[src/rtl/matmul_sequencer.sv]
// Load/unload sequencer for a 3x3 matrix-multiply datapath: streams W then X into the
// memory bank, runs three unload/MAC phases, drains, and pulses done. Option: SEQ_PERF_CNT_EN.
module matmul_sequencer #(
    parameter int DW    = 4,
    parameter int DRAIN = 2
) (
    input  logic          clk,
    input  logic          clear,
    input  logic          start,
    input  logic          in_valid,
    input  logic [DW-1:0] in_data,
    output logic          in_ready,
    output logic [DW-1:0] mem_data,
    output logic          load_w,
    output logic          load_x,
    output logic          unload1,
    output logic          unload2,
    output logic          unload3,
    output logic          mac_clr,
    output logic          mac_en,
    output logic          busy,
    output logic          done
`ifdef SEQ_PERF_CNT_EN
    ,
    output logic [15:0]   cycle_count
`endif
);

    typedef enum logic [2:0] {
        S_IDLE, S_LOAD_W, S_LOAD_X, S_FLUSH, S_UNLOAD, S_DRAIN, S_DONE
    } state_t;

    localparam logic [3:0] LAST_ELEM  = 4'd8;
    localparam logic [3:0] LAST_PHASE = 4'd2;
    localparam logic [3:0] LAST_DRAIN = 4'(DRAIN - 1);

    state_t     r_state, w_next;
    logic [3:0] r_cnt, w_cnt_nxt;
    logic       w_xfer;

    assign w_xfer = in_valid & in_ready;

    // r_cnt is shared: element index in the load states, phase index in UNLOAD,
    // idle-cycle index in DRAIN.
    always_comb begin
        w_next    = r_state;
        w_cnt_nxt = r_cnt;
        in_ready  = 1'b0;
        unload1   = 1'b0;
        unload2   = 1'b0;
        unload3   = 1'b0;
        mac_en    = 1'b0;
        busy      = 1'b1;
        done      = 1'b0;
        case (r_state)
            S_IDLE: begin
                busy = 1'b0;
                if (start) begin
                    w_next    = S_LOAD_W;
                    w_cnt_nxt = 4'd0;
                end
            end
            S_LOAD_W: begin
                in_ready = 1'b1;
                if (w_xfer) begin
                    if (r_cnt == LAST_ELEM) begin
                        w_next    = S_LOAD_X;
                        w_cnt_nxt = 4'd0;
                    end else begin
                        w_cnt_nxt = r_cnt + 4'd1;
                    end
                end
            end
            S_LOAD_X: begin
                in_ready = 1'b1;
                if (w_xfer) begin
                    if (r_cnt == LAST_ELEM) begin
                        w_next    = S_FLUSH;
                        w_cnt_nxt = 4'd0;
                    end else begin
                        w_cnt_nxt = r_cnt + 4'd1;
                    end
                end
            end
            S_FLUSH: begin
                w_next    = S_UNLOAD;
                w_cnt_nxt = 4'd0;
            end
            S_UNLOAD: begin
                mac_en  = 1'b1;
                unload1 = (r_cnt == 4'd0);
                unload2 = (r_cnt == 4'd1);
                unload3 = (r_cnt == LAST_PHASE);
                if (r_cnt == LAST_PHASE) begin
                    w_next    = S_DRAIN;
                    w_cnt_nxt = 4'd0;
                end else begin
                    w_cnt_nxt = r_cnt + 4'd1;
                end
            end
            S_DRAIN: begin
                if (r_cnt == LAST_DRAIN) begin
                    w_next    = S_DONE;
                    w_cnt_nxt = 4'd0;
                end else begin
                    w_cnt_nxt = r_cnt + 4'd1;
                end
            end
            S_DONE: begin
                done   = 1'b1;
                w_next = S_IDLE;
            end
            default: begin
                w_next    = S_IDLE;
                w_cnt_nxt = 4'd0;
            end
        endcase
    end

    // Write strobes and data lag the accepted transfer by one cycle; a transfer
    // coinciding with clear is dropped because clear takes priority.
    always_ff @(posedge clk) begin
        if (clear) begin
            r_state  <= S_IDLE;
            r_cnt    <= 4'd0;
            mem_data <= '0;
            load_w   <= 1'b0;
            load_x   <= 1'b0;
            mac_clr  <= 1'b0;
        end else begin
            r_state <= w_next;
            r_cnt   <= w_cnt_nxt;
            load_w  <= w_xfer && (r_state == S_LOAD_W);
            load_x  <= w_xfer && (r_state == S_LOAD_X);
            mac_clr <= (r_state == S_IDLE) && start;
            if (w_xfer)
                mem_data <= in_data;
        end
    end

`ifdef SEQ_PERF_CNT_EN
    logic [15:0] r_cyc;

    always_ff @(posedge clk) begin
        if (clear)
            r_cyc <= 16'd0;
        else if (r_state == S_IDLE && start)
            r_cyc <= 16'd0;
        else if (busy && r_cyc != 16'hFFFF)
            r_cyc <= r_cyc + 16'd1;
    end

    assign cycle_count = r_cyc;
`endif

endmodule

[config.mk]
export PLATFORM = sky130hd
export DESIGN_NAME = matmul_sequencer
export DESIGN_NICKNAME = d
export VERILOG_FILES = /design/src/rtl/matmul_sequencer.sv
export SDC_FILE = /design/constraint.sdc
export NUM_CORES = 1
export LEC_CHECK = 0
export CAP_MARGIN = 5
export CELL_PAD_IN_SITES_DETAIL_PLACEMENT = 1
export CELL_PAD_IN_SITES_GLOBAL_PLACEMENT = 1
export CORE_ASPECT_RATIO = 0.75
export CORE_MARGIN = 2
export CORE_UTILIZATION = 35
export DETAILED_ROUTE_END_ITERATION = 10
export PLACE_DENSITY_LB_ADDON = 0.1
export SKIP_CTS_REPAIR_TIMING = 1
export SLEW_MARGIN = 20
export SYNTH_ARGS = -nofsm -noshare
export SYNTH_HDL_FRONTEND = slang
export SYNTH_SLANG_ARGS = --single-unit
[constraint.sdc]
create_clock -name clk -period 5 [get_ports clk]
set_input_delay 0.5 -clock clk [delete_from_list [all_inputs] [get_ports clk]]
set_output_delay 0.5 -clock clk [all_outputs]
set_load 0.02 [all_outputs]
==> Word level (Yosys, flattened, before mapping) <==
Cells that the tools add are included.
{ "classes": {"addsub": 1, "mul": 0, "n_div": 0, "order_cmp": 0, "eq_ne": 17, "n_shift": 0, "n_mux": 21, "bitwise": 2, "reduce_logical": 8} }
{ "op_table": {"columns": ["cell", "n"], "rows": [
  ["3-bit 2-to-1 mux", 7],
  ["4-bit 2-to-1 mux", 5],
  ["4-bit one-hot mux with 5 select lines", 1],
  ["3-bit one-hot mux with 6 select lines", 1],
  ["2-bit inequality test (second input constant)", 7],
  ["3-bit equality test (second input constant)", 3],
  ["1-bit 2-to-1 mux", 7],
  ["7-bit AND reduction", 1],
  ["3-bit by 2-bit equality test with 1-bit output (second input constant)", 2],
  ["4-bit by 1-bit adder with 4-bit output (second input constant)", 1],
  ["4-bit by 1-bit equality test with 1-bit output (second input constant)", 1],
  ["4-bit by 2-bit equality test with 1-bit output (second input constant)", 1],
  ["4-bit equality test (second input constant)", 1],
  ["4-bit zero test", 1],
  ["3-bit by 1-bit equality test with 1-bit output (second input constant)", 1],
  ["1-bit logical AND", 3],
  ["3-bit zero test", 1],
  ["3-bit AND reduction", 1],
  ["2-bit by 1-bit inequality test with 1-bit output (second input constant)", 1],
  ["2-bit OR reduction", 1],
  ["1-bit bitwise AND", 1],
  ["1-bit inverter", 1]
]} }
{ "word_totals": {"ff_bits": 14, "latch_bits": 0, "ram_bits": 0, "rom_bits": 0, "input_bits": 8, "out_inout_bits": 14, "wordCells": 55, "mem_count": 0} }

==> Longest topological paths before layout <==
Gate-level depths: netlist of the first run.
{ "depth": {"ltp_word": 6, "ltp_mapped": 6, "ltp_nobuf": 6} }

==> Worst setup path before layout of the first run <==
OpenSTA, ideal clock, no wires.
{ "synth_path": {"kind": "reg2out", "startpoint": "reg r_state[0]", "endpoint": "out unload1", "t_arrival_ns": 1.190, "t_required_ns": 4.500, "slack_ns": 3.310, "path_stages_with_launch": 5, "path_buffers": 2, "cell_sequence": "dfxtp_1 -> buf_6 -> clkbuf_1 -> nor4_1 -> and2_1"} }
{ "synth_between": {"elab_chain_cells": 2} }
{ "synth_lines": {"columns": ["element", "line_no", "text"], "rows": [
  ["start: declaration", "37", "state_t r_state, w_next;"],
  ["start signal: assignment", "131", "r_state <= w_next;"],
  ["3-bit equality test", "55", "case (r_state)"],
  ["1-bit 2-to-1 mux", "55", null],
  ["end: declaration", "16", "output logic unload1,"]
]} }
No other way between the ends.

==> Worst setup path after layout of the first run <==
{ "layout_path": {"startpoint": "reg r_state[2]", "endpoint": "out unload1"} }
The elaborated chain is that of the path after synthesis.

==> results.json, run 1 <==
{
  "status": "finished clean",
  "multi_input_area_um2": 506.7,
  "yosysSeqAreaShare": 0.3389,
  "clockBufferDepth": 2,
  "ys_types": 35,
  "crit_required_ns": 4.50,
  "critPathKind": "reg2out",
  "wl_mm": 2.141,
  "async_reset_ff_frac": 0,
  "fillCellCount": 283,
  "min_period_ns": 2.657,
  "place_congestion": 0.7813,
  "dp_slack_ns": 2.647,
  "wl_met1_mm": 1.003,
  "irDropWorstVdd_v": 0.0001469,
  "top_layer": "met3",
  "drc": 0,
  "fin_ws_ns": 2.343,
  "yosys_register_bits": 14,
  "finalPower_mw": 0.4460,
  "synthFlopType": "dfxtp_1",
  "clock.fmax_mhz": 376.4,
  "tightest_slew_ns": 0.5812,
  "antenna_found_initial": 0,
  "fin_tns_setup_ns": 0,
  "clock_skew_ns": 0.008855,
  "cts.sinks": 14,
  "finalSetupViolCount": 0,
  "syn-num-nets": 110,
  "drv_slew": 0,
  "finalHoldViolCount": 0,
  "root_buffer": "clkbuf_4",
  "grt_max_degree": 17,
  "syn2layout_area_growth_pct": 29.80,
  "syn_avg_cell_area_um2": 8.439,
  "dr.pass1.iters": 4,
  "viasPerCell": 5.119,
  "grt_pass1_wl_mm": 3.608,
  "via_count": 773,
  "antenna_cells": 0,
  "final_antenna_net_count": 0,
  "synthCells": 98,
  "yosys_warnings": 0,
  "die_x_um": 60.13,
  "final_cells": 151,
  "nets": 131,
  "synth-edff-count": 0,
  "dieHeight_um": 46.10,
  "drv_cap": 0,
  "post-route-util": 0.4727,
  "hp-class": "reg2reg",
  "hpwl_mm": 1.636,
  "critPathMaxFanout": 14,
  "p_leak_nw": 0.3914,
  "core_area_mm2": 0.002271,
  "clk-insertion-delay-late_ns": 0.28,
  "htree_levels": 1,
  "dp.cells": 148,
  "relSlewSlack": 0.6120,
  "regArea_um2": 280.3,
  "io_pins": 22,
  "drive_above_1_share": 0.06838,
  "die-area_mm2": 0.002772,
  "power.density_mw_per_mm2": 415.5,
  "final_cell_mix": "21 x clkdlybuf4s50_1, 16 x nor2_1, 14 x dfxtp_1",
  "clk_pin_slew_ns": 0.08,
  "numCtsBuffers": 3,
  "layout_commonest_cell": "clkdlybuf4s50_1",
  "grt_use_total": 0.1783,
  "end_kind": "primary output",
  "worstSetupStartpointType": "flip-flop",
  "netlist_area_um2": 827.0,
  "period_share": 0.5314,
  "port_buffers": 21,
  "grt_overflow": 0,
  "rsz0062_at_grt": "false",
  "drt_iter0_drc": 25,
  "wl_per_cell_um": 14.18,
  "met3_length_um": 62,
  "grt_pass1_vias": 796,
  "cts_tree": "done",
  "wl_met2_mm": 1.075,
  "rows": 15,
  "start_util": 0.3642,
  "crit_arrival_ns": 2.16
}
[cell type report]
| type | count | area share |
|---|---|---|
| timing repair buffer | 21 | 0.1958 |
| multi-input combinational | 76 | 0.4720 |
| tap | 34 | 0.03963 |
| sequential | 14 | 0.2611 |
| clock buffer | 3 | 0.02098 |
| inverter | 3 | 0.01049 |
[per-stage QoR]
stage,hold WS (ns),area (um2)
after floorplan,0.4825,827.0
after global placement,0.4757,1051
after detailed placement,0.4882,1051
after CTS,0.5067,1074
after global routing,0.5445,1074
final,0.4950,1074
[final timing paths]
| kind | start | endpoint | slack [ns] | cells after the start |
|---|---|---|---|---|
| max | r_state[2] | unload1 | 2.34 | 4 |
| min | mem_data[1] | mem_data[1] | 0.49 | 2 |
| max reg2reg | r_state[0] | r_state[0] | 3.13 | 4 |
| min reg2reg | mem_data[1] | mem_data[1] | 0.49 | 2 |
[synthesized netlist by cell type (2+ instances only)]
cell type  number  area [um2]
mux2i_1         5       50.05
nor2_1         16       60.06
inv_1           3       11.26
nor2b_1         2       12.51
nand3b_1        2       15.01
o32ai_1         2       17.52
ha_1            4       50.05
a31oi_1         2       12.51
o211ai_1        4       30.03
clkbuf_1        2       7.510
and3b_1         2       17.52
o21ai_0         2       10.01
and2_1          4       25.02
nand2_1         7       26.28
a21oi_1         5       25.02
dfxtp_1        14       280.3
nand2b_1        3       18.77
buf_2           2       10.01
[critical path, stage by stage (launching register included)]
cell	delay [ns]
dfxtp_1	0.58
nand2b_1	0.19
nor4_1	0.31
and2_1	0.19
clkdlybuf4s50_1	0.60
[logic make-up after synthesis]
kind of cell,synth area share
buf+inv,0.04841
fa+ha+maj,0.06052
simple gates,0.2814
flops,0.3389
mux,0.07413
compound gates,0.1770
xor+xnor,0.01967
[per-layer routing]
metal / vias up / GRT usage
li1: 390 / -
met1: 371 / 0.2232
met2: 12 / 0.3065
met3: 0 / 0.05056
met4: 0 / 0.04000
met5: - / 0
[sequential cells by signal, summed over array words and instances (netlist names)]
| register | flops |
|---|---|
| mem_data | 4 |
| r_cnt | 4 |
| r_state | 3 |
| load_w | 1 |
| load_x | 1 |
| mac_clr | 1 |
[power breakdown]
part           internal [mW]  leakage (nW)  switching [mW]
Sequential             0.132         0.114          0.0348
Clock                 0.0279        0.0138          0.0337
Combinational          0.102         0.264           0.115
Note: power is estimated with default switching activity, not from simulation.
==> inputs of run 2 (changes only) <==
- CORE_UTILIZATION: 35 -> 31
- clock period: 5 -> 2.35 ns (I/O delays scaled with it)
==> results.json, run 2 (same netlist as run 1, synthesis figures left out) <==
{
  "grt_overflow": 0,
  "crit_chain": "nor4_2 > and2_1 > clkdlybuf4s50_1",
  "start_util": 0.3203,
  "final_area_mm2": 0.001097,
  "met3_usage": 0.04419,
  "end_kind": "primary output",
  "r2r_slack_ns": 0.52,
  "nets": 133,
  "top_usage_layer": "met2",
  "antenna_found_initial": 0,
  "die-area_mm2": 0.003101,
  "wl_mm": 2.097,
  "final_cells": 155,
  "slowest_stage": "clkdlybuf4s50_1",
  "core_area_mm2": 0.002582,
  "viasPerCell": 5.058,
  "drt_iter0_drc": 33,
  "fin_tns_setup_ns": 0,
  "top_regs": "mem_data (4), r_cnt (4), r_state (3)",
  "dr.pass1.iters": 4,
  "clockBufferDepth": 2,
  "cts_tree": "done",
  "worstSetupStartpointType": "flip-flop",
  "antenna_cells": 0,
  "r2r_cells": 4,
  "cts.sinks": 14,
  "met2_usage": 0.2404,
  "place_congestion": 0.7626,
  "min_path_cells": 2,
  "wl_per_cell_um": 13.53,
  "finalHoldViolCount": 0,
  "via_count": 784,
  "power.density_mw_per_mm2": 873.8,
  "cp-startpoint": "r_state[0]",
  "final_cell_mix": "21 x clkdlybuf4s50_1, 16 x nor2_1, 14 x dfxtp_1",
  "clk_pin_slew_ns": 0.10,
  "fillCellCount": 308,
  "finalSetupViolCount": 0,
  "p_leak_nw": 0.4031,
  "htree_levels": 1,
  "relSlewSlack": 0.6128,
  "grt_max_degree": 17,
  "min_period_ns": 2.186,
  "crit_arrival_ns": 1.95,
  "crit_required_ns": 2.12,
  "dieHeight_um": 48.73,
  "tightest_slew_ns": 0.5800,
  "multi_input_area_um2": 513.0,
  "status": "finished clean",
  "drive_above_1_share": 0.09244,
  "grt_pass1_vias": 770,
  "clk-insertion-delay-late_ns": 0.29,
  "finalPower_mw": 0.9588,
  "rows": 16,
  "critPathKind": "reg2out",
  "port_buffers": 21,
  "io_pins": 22,
  "grt_use_total": 0.1476,
  "drv_slew": 0,
  "hpwl_mm": 1.608,
  "timing.rr.start": "r_state[0]",
  "clock.fmax_mhz": 457.4,
  "hp-class": "reg2reg",
  "critPathMaxFanout": 16,
  "rsz0062_at_grt": "false",
  "dp_slack_ns": 0.3881,
  "numCtsBuffers": 3,
  "period_share": 0.9303,
  "slowest_delay_ns": 0.60,
  "irDropWorstVdd_v": 0.0003412,
  "drc": 0,
  "fin_hold_ws_ns": 0.5053,
  "grt_pass1_wl_mm": 3.608,
  "post-route-util": 0.4249,
  "layout_commonest_cell": "clkdlybuf4s50_1",
  "root_buffer": "clkbuf_4",
  "regArea_um2": 280.3,
  "final_antenna_net_count": 0,
  "clock_skew_ns": 0.01804,
  "hp-start": "mem_data[3]",
  "dp.cells": 152,
  "fin_ws_ns": 0.1637,
  "syn2layout_area_growth_pct": 32.68,
  "drv_cap": 0,
  "place_area_mm2": 0.001069,
  "use_met1": 0.1929,
  "die_x_um": 63.64
}
[run 2: worst paths after layout]
kind                                     to
worst max-delay path                unload2
worst min-delay path            mem_data[3]
worst max register to register   r_state[0]
worst min register to register  mem_data[3]
[run 2: report_power, final]
part	switching (mW)	internal [mW]	leakage, nW	total, mW
sequential	0.0638	0.281	0.114	0.345
combinational	0.248	0.223	0.275	0.471
clock	0.0835	0.0596	0.0138	0.143
total	0.395	0.564	0.403	0.959
[run 2: metal layers]
layer	vias up	wire length (um)	part of all wire
met5	-	0	0
met4	0	0	0
met3	0	76	0.036
met2	12	987	0.47
met1	378	1033	0.49
li1	394	-	-
[run 2: critical path: cells and delay by family, from the launching register on]
family	cells	cell delay (ns)
flops	1	0.50
simple gates	2	0.55
buf+inv	1	0.60
[run 2: final cells by class]
type,instances,share of cell area
clock buffer,3,0.02052
inverter,3,0.01026
multi-input combinational,76,0.4675
sequential,14,0.2554
tap,36,0.04105
timing repair buffer,23,0.2052
==> inputs of run 3 (changes only) <==
- ABC_CLOCK_PERIOD_IN_PS: unset -> 2350
- CORE_MARGIN: 2 -> unset
==> results.json, run 3 (same netlist as run 1, synthesis figures left out) <==
{
  "path_buf_inv": 1,
  "port_buffers": 21,
  "critPathTopFamily": "buffers and inverters",
  "critPathMaxFanout": 16,
  "final_cells": 152,
  "core_area_mm2": 0.002402,
  "drive_above_1_share": 0.1017,
  "crit_required_ns": 2.12,
  "tightest_slew_ns": 0.6231,
  "finalPower_mw": 0.9560,
  "min_path_cells": 2,
  "fillCellCount": 309,
  "grt_overflow": 0,
  "nets": 132,
  "root_buffer": "clkbuf_4",
  "clockBufferDepth": 2,
  "slowest_stage": "clkdlybuf4s50_1",
  "cts.sinks": 14,
  "die_x_um": 61.64,
  "grt_pass1_wl_mm": 3.594,
  "clk_pin_slew_ns": 0.08,
  "dr.pass1.iters": 3,
  "r2r_cells": 4,
  "hpwl_mm": 1.633,
  "crit_chain": "nor4_2 > and2_1 > clkdlybuf4s50_1",
  "status": "finished clean",
  "dp.cells": 149,
  "dieHeight_um": 46.73,
  "io_pins": 22,
  "hp-class": "reg2reg",
  "clk-insertion-delay-late_ns": 0.28,
  "finalHoldViolCount": 0,
  "clock_skew_ns": 0.007547,
  "crit_arrival_ns": 1.95,
  "end_kind": "primary output",
  "critPathKind": "reg2out",
  "numCtsBuffers": 3,
  "drv_slew": 0,
  "grt_use_total": 0.1772,
  "cp.depth": 3,
  "worstSetupStartpointType": "flip-flop",
  "min_period_ns": 2.187,
  "grt_max_degree": 17,
  "regArea_um2": 281.5,
  "irDropWorstVdd_v": 0.0003722,
  "die-area_mm2": 0.002880,
  "htree_levels": 1,
  "drt_iter0_drc": 47,
  "multi_input_area_um2": 515.5,
  "wl_mm": 2.168,
  "via_count": 797,
  "period_share": 0.9308,
  "drc": 0,
  "wl_per_cell_um": 14.26,
  "relSlewSlack": 0.5840,
  "final_cell_mix": "21 x clkdlybuf4s50_1, 16 x nor2_1, 13 x dfxtp_1",
  "start_util": 0.3443,
  "antenna_cells": 0,
  "rsz0062_at_grt": "false",
  "viasPerCell": 5.243,
  "p_leak_nw": 0.3984,
  "antenna_found_initial": 0,
  "cts_tree": "done",
  "grt_pass1_vias": 715,
  "clock.fmax_mhz": 457.2,
  "place_congestion": 0.7307,
  "final_antenna_net_count": 0,
  "top_regs": "mem_data (4), r_cnt (4), r_state (3)",
  "power.density_mw_per_mm2": 876.2,
  "finalSetupViolCount": 0,
  "rows": 15,
  "slowest_delay_ns": 0.60,
  "drv_cap": 0,
  "syn2layout_area_growth_pct": 31.92,
  "layout_commonest_cell": "clkdlybuf4s50_1"
}
## run 3: changes by cell type in the layout (fill, tap and decap cells not counted), sizes merged
cell,delta
buf,-1
## run 3: metal layers
metal | vias up | wire length (um) | track usage
li1 | 393 | - | -
met1 | 384 | 1048 | 0.2413
met2 | 16 | 993 | 0.2667
met3 | 4 | 97 | 0.06061
met4 | 0 | 29 | 0.05333
met5 | - | 0 | 0
## run 3: final timing paths
path	startpoint	to	slack (ns)
worst max-delay path	r_state[0]	unload3	0.16
worst min-delay path	mem_data[3]	mem_data[3]	0.50
worst max register to register	r_state[0]	r_state[0]	0.45
worst min register to register	mem_data[3]	mem_data[3]	0.50
## run 3: worst reg2reg max path, cell delays in order, from the launching register on
cell and delay, ns:
dfxtp_1 0.73, mux2_2 0.42, a21oi_2 0.30, nor2_1 0.09
o221a_2 0.27
## run 3: report_power, final
group	switching, mW	internal, mW
logic	0.246	0.220
registers	0.0724	0.282
clock network	0.0758	0.0595
total	0.394	0.562
## run 3: final cells by class
cell class	count	share of cell area
timing repair buffer	22	0.1995
tap	34	0.03899
inverter	3	0.01032
clock buffer	3	0.02064
sequential	14	0.2580
multi-input combinational	76	0.4725
## run 3: stage by stage
step	utilization	setup TNS [ns]	hold slack, ns	instance area, um2	setup slack, ns
after floorplan	-	0	0.3809	827.0	0.7725
after global placement	0.4406	0	0.4742	1059	0.4410
after detailed placement	0.4406	0	0.4875	1059	0.2799
after CTS	0.4500	-0.1125	0.5090	1081	-0.04334
after global routing	0.4542	0	0.5382	1091	0.03618
final	0.4542	0	0.4962	1091	0.1627
